==> src/rtl/dsp_seq_pkg.sv <==
// Shared definitions for the MAC sequencer: the FSM state encoding and the
// depth of the token pipeline that mirrors the DSP slice's register stages.
package dsp_seq_pkg;

    // Input register, M (product) register, P (accumulator) register.
    localparam int STAGES = 3;

    typedef enum logic [1:0] {
        ST_IDLE  = 2'd0,
        ST_FEED  = 2'd1,
        ST_DRAIN = 2'd2,
        ST_DONE  = 2'd3
    } seq_state_e;

endpackage

==> src/rtl/dsp_token_pipe.sv <==
// Token / clr-tag shift register that travels alongside the DSP datapath.
//   CLKR, RSTR : clock, asynchronous active-high reset
//   tok_in     : a sample pair was accepted this cycle
//   clr_in     : the accepted sample is the first of its job
//   tok, clr   : per-stage token valid and clr tag (index 0 = first stage)
module dsp_token_pipe #(
    parameter int STAGES = dsp_seq_pkg::STAGES
) (
    input  logic              CLKR,
    input  logic              RSTR,
    input  logic              tok_in,
    input  logic              clr_in,
    output logic [STAGES-1:0] tok,
    output logic [STAGES-1:0] clr
);

    logic [STAGES-1:0] tok_q, tok_d;
    logic [STAGES-1:0] clr_q, clr_d;

    // No backpressure: every stage advances every cycle. A clr tag is only
    // meaningful when attached to a real token.
    always_comb begin
        tok_d = {tok_q[STAGES-2:0], tok_in};
        clr_d = {clr_q[STAGES-2:0], clr_in & tok_in};
    end

    always_ff @(posedge CLKR or posedge RSTR) begin
        if (RSTR) begin
            tok_q <= '0;
            clr_q <= '0;
        end else begin
            tok_q <= tok_d;
            clr_q <= clr_d;
        end
    end

    assign tok = tok_q;
    assign clr = clr_q;

endmodule

==> src/rtl/dsp_mac_sequencer.sv <==
// Sequencer that drives the clock enables and opmode of a pipelined DSP
// multiply-accumulate slice for one vector job of len sample pairs.
//   CLKR, RSTR        : clock, asynchronous active-high reset
//   start, len        : job request and its length (len=0 is rejected)
//   s_valid / s_ready : sample handshake; accept = s_valid & s_ready
//   CE_in, CE_m, CE_p : enables for input, M and P registers
//   opmode_clr        : P loads (1) or accumulates (0) when CE_p is high
//   busy, done        : job in progress / one-cycle result-valid pulse
//   err_start         : one-cycle pulse on a rejected start
module dsp_mac_sequencer #(
    parameter int LEN_W  = 8,
    parameter int STAGES = dsp_seq_pkg::STAGES
) (
    input  logic             CLKR,
    input  logic             RSTR,
    input  logic             start,
    input  logic [LEN_W-1:0] len,
    input  logic             s_valid,
    output logic             s_ready,
    output logic             CE_in,
    output logic             CE_m,
    output logic             CE_p,
    output logic             opmode_clr,
    output logic             busy,
    output logic             done,
    output logic             err_start
);

    import dsp_seq_pkg::*;

    seq_state_e        state_q, state_d;
    logic [LEN_W-1:0]  cnt_q, cnt_d;
    logic              first_q, first_d;
    logic              accept;
    logic              err;
    logic [STAGES-1:0] tok;
    logic [STAGES-1:0] clr;

    assign s_ready = (state_q == ST_FEED);
    assign accept  = s_valid & s_ready;

    dsp_token_pipe #(.STAGES(STAGES)) u_pipe (
        .CLKR   (CLKR),
        .RSTR   (RSTR),
        .tok_in (accept),
        .clr_in (first_q),
        .tok    (tok),
        .clr    (clr)
    );

    always_comb begin
        state_d = state_q;
        cnt_d   = cnt_q;
        first_d = first_q;
        err     = 1'b0;
        case (state_q)
            // DONE is a one-cycle state that accepts a new start like IDLE.
            ST_IDLE, ST_DONE: begin
                state_d = ST_IDLE;
                if (start) begin
                    if (len != '0) begin
                        state_d = ST_FEED;
                        cnt_d   = len;
                        first_d = 1'b1;
                    end else begin
                        err = 1'b1;
                    end
                end
            end
            ST_FEED: begin
                err = start;
                if (accept) begin
                    cnt_d   = cnt_q - 1'b1;
                    first_d = 1'b0;
                    if (cnt_q == LEN_W'(1)) state_d = ST_DRAIN;
                end
            end
            ST_DRAIN: begin
                err = start;
                // No accepts happen in DRAIN, so a token at stage 1 with
                // stage 0 empty is the last one taking its CE_p.
                if (tok[1] && !tok[0]) state_d = ST_DONE;
            end
            default: state_d = ST_IDLE;
        endcase
    end

    always_ff @(posedge CLKR or posedge RSTR) begin
        if (RSTR) begin
            state_q <= ST_IDLE;
            cnt_q   <= '0;
            first_q <= 1'b0;
        end else begin
            state_q <= state_d;
            cnt_q   <= cnt_d;
            first_q <= first_d;
        end
    end

    assign CE_in      = accept;
    assign CE_m       = tok[0];
    assign CE_p       = tok[1];
    assign opmode_clr = clr[1];
    assign busy       = (state_q == ST_FEED) || (state_q == ST_DRAIN);
    assign done       = (state_q == ST_DONE);
    // Gated so a start seen while reset is held never produces a pulse.
    assign err_start  = err & ~RSTR;

    // Last-stage token and the off-stage clr tags have no consumer here.
    logic unused_tags;
    assign unused_tags = ^{tok[STAGES-1], clr[STAGES-1], clr[0]};

endmodule

==> config.mk <==
export PLATFORM = sky130hd
export DESIGN_NAME = dsp_mac_sequencer
export DESIGN_NICKNAME = d
export VERILOG_FILES = /design/src/rtl/dsp_seq_pkg.sv /design/src/rtl/dsp_token_pipe.sv /design/src/rtl/dsp_mac_sequencer.sv
export SDC_FILE = /design/constraint.sdc
export NUM_CORES = 1
export LEC_CHECK = 0
export ABC_AREA = 1
export CAP_MARGIN = 15
export CORE_MARGIN = 2
export CORE_UTILIZATION = 25
export CTS_BUF_LIST = sky130_fd_sc_hd__clkbuf_8
export DETAILED_ROUTE_END_ITERATION = 10
export GPL_TIMING_DRIVEN = 0
export PLACE_DENSITY = 0.4
export SYNTH_ARGS = -nofsm -noshare
export SYNTH_HDL_FRONTEND = slang
export SYNTH_HIERARCHICAL = 1
export SYNTH_SLANG_ARGS = --single-unit
==> constraint.sdc <==
create_clock -name CLKR -period 1.7 [get_ports CLKR]
set_input_delay 0.425 -clock CLKR [delete_from_list [all_inputs] [get_ports CLKR]]
set_output_delay 0.425 -clock CLKR [all_outputs]
set_load 0.1 [all_outputs]
==> reports/qor.csv <==
metric;value;unit
cts bufs inserted;3;
die footprint;4460;um2
Final HPWL DP;1830;um
Final setup viols;3;
Worst-Margin Slew;0.543;ns
P&R area growth vs syn;49.1;%
Post-Synthesis Net Count;160;
DRC viols;0;
global-route wire length before repair;4340;um
largest net degree at the start of global routing;12;
Vias;974;
Die H;66.8;um
RSZ-0062 raised after global routing;yes;
via count of the first global-routing pass;962;
gr usage total;0.129;
drt pass-1 iters;4;
Final ANT Viol Nets;0;
Setup WS post-layout;-0.161;ns
CTS HTree Levels;1;
Layout Nets;192;
CTS Buffer Depth;2;
final slew viol count;0;
status;complete, but fails checks;
grt total ovfl;0;
Worst Setup Start Kind;register;
core footprint;3720;um2
CP Data Arrival Time;1.44;ns
final core occ;0.396;
Clock transition at path regs;0.07;ns
Rows;22;
Reg area;378;um2
commonest non-fill, non-tap cells in the layout;58 x nand2_1, 14 x inv_1, 13 x dfrtp_1;
GP Congestion;0.763;
total of warnings raised by yosys;6;
WS Path Type;reg -> out;
failing checks;setup timing;
Worst EP required;1.27;ns
Clock Skew;0.00549;ns
Die W;66.8;um
clock sinks;15;
met1 wire length;1200;um
met3 WL;135;um
io pins;20;
relative slew slack;0.640;
Wirelength per Cell;12.0;um
Top Metal Used;met4;
min Tclk post-route;1.86;ns
FMAX;0.537;GHz
Hold-fix buffers, CTS;0;
CTS tree;yes;
Placed Area;1290;um2
DR iter-0 viols;18;
Starting Density;0.265;
final period utilization;1.09;
vias per cell;4.39;
max_cap viols;0;
Clk Latency, worst-skew pair;0.25;ns
hold slack;0.349;ns
Hold Vio Cnt, Final;0;
initial antenna violation count;0;
Final Cell Area;1470;um2
Post-Syn Instances;143;
fraction of layout cells with a size suffix above 1;0.259;
Final Non-Filler Cells;222;
Cells after DPL;210;
port bufs;19;
final WL;2660;um
most common cell after layout, fill and taps aside;nand2_1;
antenna cells;0;
crit end category;output port;
Hold Crit Class;reg -> reg;
Mapped Area;986;um2
routed wl met2;1280;um
area occupied by multi-input gates;596;um2
Mapped Avg Cell Area;6.89;um2
Root Driver;clkbuf_8;
Fillers;415;
Critical Path Fanout Max;4;
[worst paths after layout]
kind	endpoint	from	slack (ns)	cells past startpoint
max in group asynchronous	state_q[0]	RSTR	0.70	2
worst max-delay path	err_start	state_q[0]	-0.16	6
worst min-delay path	u_pipe/clr[1]	u_pipe/clr[0]	0.35	0
worst min register to register	u_pipe/clr[1]	u_pipe/clr[0]	0.35	0
min in group asynchronous	u_pipe/tok[0]	RSTR	0.47	2
worst max register to register	cnt_q[6]	state_q[0]	0.05	10
[state kept, by name, indices dropped and copies added (netlist names)]
register / count
u_pipe/clr: 2
state_q: 2
cnt_q: 8
first_q: 1
u_pipe/tok: 2
[per-stage QoR]
step | TNS [ns] | setup WS, ns
CTS | -0.283 | -0.155
floorplan | -0.671 | -0.121
global route | -0.638 | -0.212
finish | -0.266 | -0.161
detailed placement | -6.31 | -1.36
global placement | -6.34 | -1.35
[critical path, stage by stage, from the launching register on]
cell and delay (ns):
dfrtp_2 0.45, inv_2 0.07, ha_4 0.21, o21ai_4 0.07, nand2_2 0.08, nor2_4 0.13, buf_12 0.18
[area by class of cell]
| class | count | share of cell area |
|---|---|---|
| buffer | 3 | 0.0187 |
| clock buffer | 3 | 0.0281 |
| inverter | 19 | 0.0596 |
| sequential | 15 | 0.257 |
| timing repair buffer | 26 | 0.188 |
| tap | 48 | 0.0409 |
| multi-input combinational | 107 | 0.405 |
| clock inverter | 1 | 0.00255 |
[routing by layer]
layer | global-route usage | vias up
li1 | - | 503
met1 | 0.164 | 445
met2 | 0.219 | 22
met3 | 0.0203 | 4
met4 | 0.0459 | 0
met5 | 0 | -
[timing repair]
item,in CTS,in global routing
setup endpoints to repair,8,13
gates cloned,0,1
setup buffers,1,6
pin swaps,9,10
resized for setup,64,11
Power is left out: the tool's default activity adds up to more than one toggle a clock period on the data nets, which glitch-free logic cannot reach.
